File: src/rtl/pipelined_addsub_if.sv
// rtl/pipelined_addsub_if.sv - operand/result valid-ready bundle for pipelined_addsub
interface pipelined_addsub_if #(
    parameter int WIDTH = 16
);
    logic             in_valid;
    logic             in_ready;
    logic [WIDTH-1:0] a;
    logic [WIDTH-1:0] b;
    logic             cin;
    logic             sub;
    logic             out_valid;
    logic             out_ready;
    logic [WIDTH-1:0] sum;
    logic             cout;
    logic             ovf;

    // Producer/consumer side: issues operands and accepts results.
    modport master (
        output in_valid, a, b, cin, sub, out_ready,
        input  in_ready, out_valid, sum, cout, ovf
    );

    // Arithmetic unit side.
    modport slave (
        input  in_valid, a, b, cin, sub, out_ready,
        output in_ready, out_valid, sum, cout, ovf
    );
endinterface

File: src/rtl/pipelined_addsub.sv
// rtl/pipelined_addsub.sv - chunked ripple add/sub pipeline; PIPELINED_ADDSUB_SAT_EN enables signed saturation
module pipelined_addsub #(
    parameter int WIDTH  = 16,
    parameter int STAGES = 4
) (
    input  logic              clk,
    input  logic              rst,
    pipelined_addsub_if.slave bus
);
    localparam int CW = WIDTH / STAGES;

    logic             adv;
    logic             out_valid_q;
    logic [WIDTH-1:0] sum_q;
    logic             cout_q;
    logic             ovf_q;

    // The whole pipeline moves as one; a stalled result freezes every stage.
    assign adv           = !out_valid_q || bus.out_ready;
    assign bus.in_ready  = adv;
    assign bus.out_valid = out_valid_q;
    assign bus.sum       = sum_q;
    assign bus.cout      = cout_q;
    assign bus.ovf       = ovf_q;

    for (genvar k = 0; k < STAGES; k++) begin : stg
        // Operand bits still to be consumed from this stage onward.
        localparam int IW = WIDTH - k * CW;

        logic [IW-1:0] a_cur;
        logic [IW-1:0] b_cur;
        logic          c_cur;
        logic          v_cur;
        logic [CW:0]   add;

        if (k == 0) begin : g_src
            // Subtraction is a + ~b + ~cin, so b and cin are conditioned up front.
            assign a_cur = bus.a;
            assign b_cur = bus.sub ? ~bus.b : bus.b;
            assign c_cur = bus.cin ^ bus.sub;
            assign v_cur = bus.in_valid;
        end else begin : g_src
            assign a_cur = stg[k-1].g_reg.a_q;
            assign b_cur = stg[k-1].g_reg.b_q;
            assign c_cur = stg[k-1].g_reg.c_q;
            assign v_cur = stg[k-1].g_reg.v_q;
        end

        assign add = {1'b0, a_cur[CW-1:0]} + {1'b0, b_cur[CW-1:0]} + {{CW{1'b0}}, c_cur};

        if (k < STAGES - 1) begin : g_reg
            // Upper operand chunks skew forward; finished low sum chunks de-skew forward.
            localparam int RW = IW - CW;
            localparam int SW = (k + 1) * CW;

            logic [RW-1:0] a_q;
            logic [RW-1:0] b_q;
            logic [SW-1:0] s_q;
            logic [SW-1:0] s_nxt;
            logic          c_q;
            logic          v_q;

            if (k == 0) begin : g_s
                assign s_nxt = add[CW-1:0];
            end else begin : g_s
                assign s_nxt = {add[CW-1:0], stg[k-1].g_reg.s_q};
            end

            // Intermediate stage register: loads on advance, valid bit cleared by reset.
            always_ff @(posedge clk or posedge rst) begin
                if (rst) begin
                    a_q <= '0;
                    b_q <= '0;
                    s_q <= '0;
                    c_q <= 1'b0;
                    v_q <= 1'b0;
                end else if (adv) begin
                    a_q <= a_cur[IW-1:CW];
                    b_q <= b_cur[IW-1:CW];
                    s_q <= s_nxt;
                    c_q <= add[CW];
                    v_q <= v_cur;
                end
            end
        end else begin : g_out
            logic [WIDTH-1:0] res;
            logic [WIDTH-1:0] sum_nxt;
            logic             c_msb;
            logic             ovf_nxt;

            if (STAGES == 1) begin : g_res
                assign res = add[CW-1:0];
            end else begin : g_res
                assign res = {add[CW-1:0], stg[k-1].g_reg.s_q};
            end

            // Carry into the MSB is recovered from the MSB's own sum bit.
            assign c_msb   = a_cur[CW-1] ^ b_cur[CW-1] ^ add[CW-1];
            assign ovf_nxt = c_msb ^ add[CW];

`ifdef PIPELINED_ADDSUB_SAT_EN
            // A wrapped sign bit of 0 means the true result was below the most negative value.
            assign sum_nxt = !ovf_nxt    ? res :
                             res[WIDTH-1] ? {1'b0, {(WIDTH-1){1'b1}}} :
                                            {1'b1, {(WIDTH-1){1'b0}}};
`else
            assign sum_nxt = res;
`endif

            // Result register: holds steady while downstream stalls.
            always_ff @(posedge clk or posedge rst) begin
                if (rst) begin
                    out_valid_q <= 1'b0;
                    sum_q       <= '0;
                    cout_q      <= 1'b0;
                    ovf_q       <= 1'b0;
                end else if (adv) begin
                    out_valid_q <= v_cur;
                    sum_q       <= sum_nxt;
                    cout_q      <= add[CW];
                    ovf_q       <= ovf_nxt;
                end
            end
        end
    end
endmodule
File: src/flat_wrapper.sv
// flat-port wrapper written by rule: the top's interface ports become plain ports
module pipelined_addsub_flat 
#(
    parameter int WIDTH  = 16,
    parameter int STAGES = 4
)
  (clk, rst, bus_in_valid, bus_a, bus_b, bus_cin, bus_sub, bus_out_ready, bus_in_ready, bus_out_valid, bus_sum, bus_cout, bus_ovf);
  pipelined_addsub_if #(.WIDTH(WIDTH)) bus_i ();
  input  logic clk;
  input  logic rst;
  input wire logic [$bits(bus_i.in_valid)-1:0] bus_in_valid;
  input wire logic [$bits(bus_i.a)-1:0] bus_a;
  input wire logic [$bits(bus_i.b)-1:0] bus_b;
  input wire logic [$bits(bus_i.cin)-1:0] bus_cin;
  input wire logic [$bits(bus_i.sub)-1:0] bus_sub;
  input wire logic [$bits(bus_i.out_ready)-1:0] bus_out_ready;
  output wire logic [$bits(bus_i.in_ready)-1:0] bus_in_ready;
  output wire logic [$bits(bus_i.out_valid)-1:0] bus_out_valid;
  output wire logic [$bits(bus_i.sum)-1:0] bus_sum;
  output wire logic [$bits(bus_i.cout)-1:0] bus_cout;
  output wire logic [$bits(bus_i.ovf)-1:0] bus_ovf;
  assign bus_i.in_valid = bus_in_valid;
  assign bus_i.a = bus_a;
  assign bus_i.b = bus_b;
  assign bus_i.cin = bus_cin;
  assign bus_i.sub = bus_sub;
  assign bus_i.out_ready = bus_out_ready;
  assign bus_in_ready = bus_i.in_ready;
  assign bus_out_valid = bus_i.out_valid;
  assign bus_sum = bus_i.sum;
  assign bus_cout = bus_i.cout;
  assign bus_ovf = bus_i.ovf;
  pipelined_addsub #(.WIDTH(WIDTH), .STAGES(STAGES)) u_core (.clk(clk), .rst(rst), .bus(bus_i));
endmodule
File: config.mk
export PLATFORM = sky130hd
export DESIGN_NAME = pipelined_addsub_flat
export DESIGN_NICKNAME = d
export VERILOG_FILES = /design/src/rtl/pipelined_addsub_if.sv /design/src/rtl/pipelined_addsub.sv /design/src/flat_wrapper.sv
export SDC_FILE = /design/constraint.sdc
export NUM_CORES = 1
export LEC_CHECK = 0
export CAP_MARGIN = 0
export CORE_MARGIN = 2
export CORE_UTILIZATION = 45
export DETAILED_ROUTE_END_ITERATION = 16
export PLACE_DENSITY_LB_ADDON = 0.25
export SYNTH_ARGS = -nofsm -noshare
export SYNTH_HDL_FRONTEND = slang
export SYNTH_SLANG_ARGS = --single-unit
File: constraint.sdc
create_clock -name clk -period 3.6 [get_ports clk]
set_input_delay 0.72 -clock clk [delete_from_list [all_inputs] [get_ports clk]]
set_output_delay 0.72 -clock clk [all_outputs]
set_load 0.03 [all_outputs]
==> results by stage, run 1 <==
Global routing:
- The total congestion overflow is 0.
- For met1 alone, demand over resource in global routing was 21.1%.
- Entering global routing, the biggest net connects 107 pins.
- The most used routing layer is met2.
- The number of antenna violations at the first check in global routing is 0.
- The first global-routing pass estimated 13.1 mm of wire.
- The via count of the first global-routing pass was 2946.
- The met2 track demand over resource in global routing is 27.1%.
- The met3 global-route usage is 2.42%.
- For this run, the total global-route usage over all layers was measured as 16.2%.

Layout:
- The number of antenna repair diodes is 0.
- The final net count is 557.
- The post-route netlist has 4.76% of its cells at a drive strength greater than 1.
- The relative area change from synthesis to final layout is 19.7%.
- For this run, the share of the core covered by cells in the final layout is 55.6%.

Critical path:
- Walking the worst path, the cells encountered are clkdlybuf4s50_1 > nor2b_4 > inv_4 > clkdlybuf4s50_1.
- The delay of the slowest cell on the worst path is 650 ps.
- The worst reg-to-reg path cell count is 5.
- The destination of the worst register-to-register timing path is u_core.stg[1].g_reg.c_q.
- The setup check on the worst reg-to-reg path leaves a slack of 1730 ps.
- The kind of critical path is input port to output pin.
- The data arrival time of the worst path is 1980 ps.
- The element type at the critical path start is an input port.
- The slowest stage cell on the critical path is sky130_fd_sc_hd__clkdlybuf4s50_1.
- By instance count, the cell type seen most on the critical path is sky130_fd_sc_hd__clkdlybuf4s50_1.
- The reg-to-reg critical path startpoint is u_core.stg[0].g_reg.c_q.
- The type of element capturing the critical path is an output pin.
- Grouping stages by cell kind, the critical path spends the most delay in buffers and inverters.
- The largest fanout on the critical path is 2.
- Data on the critical path is required at its endpoint by 2880 ps.
- The critical path contains buffers and inverters numbering 3 combined.

CTS:
- Clock-pin slew was measured on the worst setup and hold paths at 80 ps.
- The quantity of gates resized following cts is 0.
- The hold-fix buffer count after cts is 0.
- The clock tree from TritonCTS is yes.
- The longest clock path from root to sink contains 2 buffers.
- Clock tree synthesis inserted a total of 9 buffers.
- The insertion delay to the later sink of the worst-skew pair is 360 ps.
- Clock tree synthesis found a total of 97 sinks.
- The H-tree was split into 3 levels.
- The cell at the root of the clock tree is sky130_fd_sc_hd__clkbuf_8.
- After clock tree synthesis, the setup repair step added 0 buffers.

Floorplanning:
- The floorplan step set the die height to 102 µm.
- The die covers 10300 µm².
- 58 I/O pins were placed.
- After floorplanning, the core was divided into 35 placement rows.
- From left edge to right edge, the die measures 102 µm.
- The placeable core region is 9240 µm².
- The initial standard-cell utilization of the core is 46.4%.

Timing:
- After layout, the minimum clock period comes to 2700 ps.
- The maximum frequency from static timing analysis is 371 MHz.
- After routing, the total negative slack on setup checks comes to 0 ps.
- Setup repair after global routing left no endpoint under its margin.
- The final count of pins violating max slew is 0.
- The worst-margin pin slew is 997 ps.
- The total count of hold-check failures in the final report was 0.
- The worst relative slew slack is 33.5%.
- Setup violations remaining at the end of the flow were counted as 0.
- The post-route clock period utilization is 74.9%.
- The clock arrives with 13.4 ps of skew.

Min path:
- The startpoint of the worst hold path is u_core.stg[1].g_reg.b_q[6].
- Counting instances, the worst hold path has a depth of 2.
- The class of the tightest hold or removal check is flip-flop to flip-flop.
- The worst hold path terminates at u_core.stg[1].g_reg.b_q[6].

Detailed routing:
- The sum of routed wire length over all layers is 7.54 mm.
- In the routed layout, each cell is associated on average with a via count of 4.53.
- The first-pass iteration count of the detailed router is 4.
- The count of routing violations after the opening detailed-route iteration is 164.
- In the final routed layout, each cell accounts on average for 11.9 µm.
- Once detail routing completed, the nets flagged for antenna violations numbered 0.
- For this run, design rule violations remaining after detail routing come to 0.
- The number of vias after detailed routing is 2869.

Synthesis:
- Among all flip-flop cells after synthesis, the most frequent one is sky130_fd_sc_hd__dfrtp_1.
- After synthesis, the mean cell area works out to 9.53 µm².
- Yosys instantiated no cell more often than sky130_fd_sc_hd__nand2_1.
- The number of nets produced by synthesis is 508.
- Synthesis inferred 97 register bits.
- Counting flops with an async set or reset pin after synthesis yields a share of 100%.
- sky130_fd_sc_hd__dfrtp_1 takes more of the synthesized area than any other cell.
- The number of library cell types mapped by synthesis is 21.
- The synthesized design devotes to its leading area cell type 56.6% of total area.
- After technology mapping, the gate count stands at 450.
- The mapped cell area is 4290 µm².
- Ranked by total cell area, the synthesized netlist is headed by sky130_fd_sc_hd__dfrtp_1, sky130_fd_sc_hd__nand2_1, sky130_fd_sc_hd__fa_1.
- The commonest cells after synthesis are sky130_fd_sc_hd__nand2_1, sky130_fd_sc_hd__dfrtp_1, sky130_fd_sc_hd__o21ai_0.
- The fraction of the yosys area taken by sequential cells is 56.6%.
- The number of enable-type register cells in the synthesized netlist is 0.
- The count of synthesis-stage warnings from yosys is 0.

Place:
- The number of buffers inserted by port buffering is 57.
- The global placer's final weighted congestion is 0.766.
- The half-perimeter wire length after detailed placement is 4.73 mm.

Pwr:
- The static power due to leakage is 2.54 nW.
- VDD sags by at most 0.343 mV.
- The power density relative to cell area is 842 nW/µm².
- The total power of the final layout is 4.32 mW.

Status:
- The run finished with clean final reports.

Job:
- The number of violations of the max-capacitance limit is 0.
-- kinds of logic after synthesis --
family	share of synthesized area, %
AND/OR/NAND/NOR	21.0
flip-flops	56.6
AO/OA/AOI/OAI	5.60
buffers and inverters	4.26
XOR/XNOR	5.31
adder cells (fa/ha/maj)	7.23
-- per-stage QoR --
step,hold slack [ps],setup slack (ps),cells,instance area [µm²]
2_1_floorplan,430,346,450,4290
5_1_grt,495,823,633,5130
3_5_place_dp,455,559,617,4900
4_1_cts,476,894,633,5130
3_3_place_gp,442,703,617,4900
6_report,471,903,633,5130
-- worst max-delay path by stage --
stage / start / end / slack (ps) / cells after the start
2_1_floorplan: rst / u_core.bus.cout / 350 / 1
3_3_place_gp: bus_sub / u_core.stg[0].g_reg.s_q[3] / 700 / 8
3_5_place_dp: bus_sub / u_core.stg[0].g_reg.s_q[3] / 560 / 8
4_1_cts: bus_out_ready / bus_in_ready / 890 / 4
5_1_grt: bus_sub / u_core.stg[0].g_reg.s_q[3] / 820 / 8
6_report: bus_out_ready / bus_in_ready / 900 / 4
-- per-layer routing --
layer	share of wire [%]	up-vias
met5	0	-
met4	2.0	0
met3	3.2	11
met2	47	50
met1	47	1316
li1	-	1492
-- power by group --
part	switching, mW	internal, mW
combinational	0.975	0.715
clock	0.380	0.413
sequential	0.264	1.57
-- layout by cell type, fill, tap and decap left out, drive strengths merged --
master         count
o21ai             21
clkbuf            10
dfrtp             97
inv                5
a21o               7
nand2b             2
o2bb2ai            1
nand2            225
nor2               8
xor2              10
ha                12
xnor2             16
a21oi             14
buf                4
clkdlybuf4s50     57
fa                 8
nor2b              1
bufinv             2
clkinv             4
-- worst min-delay path, cell delays in order (launching register included) --
cell and delay, ps:
sky130_fd_sc_hd__dfrtp_1 350, sky130_fd_sc_hd__nand2_1 50, sky130_fd_sc_hd__nand2_1 50
-- cell type report --
class                           instances  area (µm²)
Inverter                                5        23.8
Clock buffer                           10         138
Tap cell                              129         161
Sequential cell                        97        2430
Timing Repair Buffer                   61         613
Clock inverter                          6        91.3
Fill cell                             847        4110
Multi-Input combinational cell        325        1680
-- state kept, by name (all words and copies together) (netlist names) --
signal                cells
u_core.stg.g_reg.c_q      3
u_core.bus.out_valid      1
u_core.bus.cout           1
u_core.bus.ovf            1
u_core.stg.g_reg.s_q     24
u_core.stg.g_reg.a_q     24
u_core.stg.g_reg.v_q      3
u_core.bus.sum           16
u_core.stg.g_reg.b_q     24
Note: power is estimated with default switching activity, not from simulation.
==> run 2: changes to the inputs <==
==> constraint.sdc (replaced) <==
create_clock -name clk -period 2.7 [get_ports clk]
set_input_delay 0.54 -clock clk [delete_from_list [all_inputs] [get_ports clk]]
set_output_delay 0.54 -clock clk [all_outputs]
set_load 0.03 [all_outputs]
==> run 2 against run 1 <==
Utilization shrank 0.28 points. Combinational power rose by 34%. Global-route usage is 0.44 points lower.
==> results by stage, run 2 (same netlist as run 1, synthesis figures left out) <==
Global routing:
- The total congestion overflow is 0 (unchanged).
- The largest net degree at the start of global routing came to 107 (unchanged).
- The first-pass GRT wire length came to 12.9 mm (-1.9%).
- The total track usage was 15.8% (-0.44 points).
- The via count of the first global-routing pass is 2924 (-0.75%).
- The number of antenna violations at the first check in global routing came to 0 (unchanged).

Layout:
- The final standard cell area without fillers is 5110 µm² (-0.51%).
- The final net count was 558 (+0.18%).
- The share of final-layout standard cells stronger than drive strength 1 was 4.76% (unchanged).
- The largest registers in the layout are u_core.stg.g_reg.a_q (24), u_core.stg.g_reg.b_q (24), u_core.stg.g_reg.s_q (24).
- Relative to the synthesized area, the layout overhead comes to 19.1%.
- The number of antenna repair diodes is 0 (unchanged).
- The leading cell type in the layout, fill and taps excluded is sky130_fd_sc_hd__nand2_1.
- In the layout the commonest cells are sky130_fd_sc_hd__nand2_1, sky130_fd_sc_hd__dfrtp_1, sky130_fd_sc_hd__clkdlybuf4s50_1.

CTS:
- The number of setup buffers added after CTS is 0 (unchanged).
- The clock slew at the register clock pins of the worst setup and hold paths is 90 ps (about the same).
- The largest buffer count on any clock path is 2 (unchanged).
- The hold-fix buffer count after cts is 0 (unchanged).
- The insertion delay to the later sink of the worst-skew pair is 350 ps (about the same).
- The clock tree from TritonCTS is yes.
- The clock buffer count from CTS is 9 (unchanged).
- The quantity of gates resized following cts is 0 (unchanged).
- The tree is rooted in a sky130_fd_sc_hd__clkbuf_8.
- The number of sinks driven by the clock tree is 97 (unchanged).
- The count of H-tree levels built during CTS came to 3 (unchanged).

Timing:
- The final count of pins violating max slew came to 0 (unchanged).
- The count of endpoints failing setup in the final report is 0 (unchanged).
- In the finished design, the share of the clock period the worst path needs comes to 89.1%.
- The shortest period the worst path allows is 2400 ps.
- The maximum frequency from static timing analysis is 416 MHz.
- The total count of hold-check failures in the final report is 0 (unchanged).
- Setup repair after global routing left no endpoint under its margin.
- The final worst hold slack is 468 ps (-3.38 ps).
- The worst-margin pin slew is 498 ps (-499 ps).
- The setup skew after layout is 11.5 ps (-1.92 ps).
- The worst relative slew slack is 66.8% (+33 points).

Detailed routing:
- The count of routing violations after the opening detailed-route iteration is 176 (+7.3%).
- The final routed wire length divided by cell count is 11.6 µm (-2.3%).
- The first-pass iteration count of the detailed router came to 4 (unchanged).
- The final routed DRC violation total is 0 (unchanged).
- The number of nets with antenna violations after detailed routing is 0 (unchanged).
- The sum of routed wire length over all layers is 7.37 mm (-2.3%).
- The via-per-instance ratio is 4.54 (+0.24%).
- The number of vias after detailed routing came to 2876 (+0.24%).

Floorplanning:
- The number of I/O pins is 58 (unchanged).
- The placeable core region is 9240 µm² (unchanged).
- The row count came to 35 (unchanged).
- The initial standard-cell utilization of the core is 46.4% (unchanged).
- The y dimension of the die came to 102 µm (unchanged).
- The die area was 10300 µm² (unchanged).
- The width of the die came to 102 µm (unchanged).

Critical path:
- The delay of the slowest cell on the worst path is 600 ps (-50 ps).
- The data arrival time of the worst path is 2630 ps (+650 ps).
- STA classifies the critical path startpoint as an input port.
- The number of buffers and inverters on the critical path is 2 (-1).
- The setup path with the least slack is of type input port to flip-flop.
- The largest fanout on the critical path is 15 (+13).
- The cell family with the largest share of critical-path delay is buffers and inverters.
- The critical path goes through clkdlybuf4s50_1 > buf_4 > xor2_1 > ha_1 > a21o_1 > a21oi_1 > xor2_1 > o21ai_0.
- The slowest stage cell on the critical path is sky130_fd_sc_hd__clkdlybuf4s50_1.
- The required time of the critical path came to 2920 ps (+40 ps).
- The type of element capturing the critical path is a flip-flop.
- The cell that appears most often on the critical path is sky130_fd_sc_hd__xor2_1.

Pwr:
- The power density relative to cell area is 1090 nW/µm² (+29%).
- The worst supply voltage drop on vdd is 0.528 mV (+54%).
- The static power due to leakage came to 2.50 nW (-1.3%).

Status:
- The run finished with clean final reports.

Min path:
- The path class of the tightest hold or removal check is flip-flop to flip-flop.

Place:
- The number of buffers inserted by port buffering was 57 (unchanged).
- The post-place instance area is 4940 µm² (+0.64%).
- The half-perimeter wire length after detailed placement is 4.75 mm (+0.53%).
- The global placer's final weighted congestion is 0.707 (-7.7%).

Job:
- The number of violations of the max-capacitance limit is 0 (unchanged).
run 2: changes by cell type in the layout (fill, tap and decap cells not counted), sizes merged:
cell,previous run,this run
bufinv,2,0
clkinv,4,0
clkbuf,10,11
clkdlybuf4s50,57,56
inv,5,4
clkinvlp,0,5
buf,4,6
run 2: worst paths after layout:
path                                               from                    endpoint  slack [ps]  cells after the start
worst max-delay path                            bus_sub  u_core.stg[0].g_reg.s_q[3]         300                      8
worst min-delay path                  u_core.bus.sum[2]           u_core.bus.sum[2]         470                      2
worst max register to register  u_core.stg[0].g_reg.c_q     u_core.stg[1].g_reg.c_q         890                      5
worst min register to register        u_core.bus.sum[2]           u_core.bus.sum[2]         470                      2
max in group asynchronous                           rst          u_core.bus.sum[10]        1650                      3
min in group asynchronous                           rst           u_core.bus.sum[5]         680                      3
run 2: final cells by class:
cell class | count | area (µm²)
inverters | 5 | 25.0
flip-flops and latches | 97 | 2430
multi-input cells | 325 | 1680
fillers | 842 | 4130
well taps | 129 | 161
clock buffers | 11 | 141
clock inverters | 4 | 30.0
repair buffers | 62 | 643
run 2: power by group:
group	internal (mW)	switching, mW	total (mW)
logic	0.979	1.29	2.27
clock network	0.355	0.477	0.832
registers	2.10	0.355	2.45
total	3.43	2.12	5.55
run 2: tightest hold or removal path, stage by stage, from the launching register on:
cell	delay, ps
sky130_fd_sc_hd__dfrtp_1	350
sky130_fd_sc_hd__nand2_1	50
sky130_fd_sc_hd__nand2_1	40
run 2: per-stage QoR:
stage                     power, mW  utilization (%)  setup slack [ps]  cells  TNS [ps]
after global routing           6.06             55.3               141    633         0
final                          5.55             55.3               295    633         0
after floorplan                4.12                -               355    450         0
after detailed placement       4.80             53.4              -103    618      -103
after global placement         4.72             53.4             -18.9    618     -18.9
after CTS                      5.64             55.3               279    633         0
run 2: metal layers:
metal	up-vias	wire, µm	part of all wire, %	global-route usage [%]
li1	1497	-	-	-
met1	1324	3570	49	19.8
met2	47	3460	47	27.2
met3	8	219	3.0	2.28
met4	0	110	1.5	6.86
met5	-	0	0	0
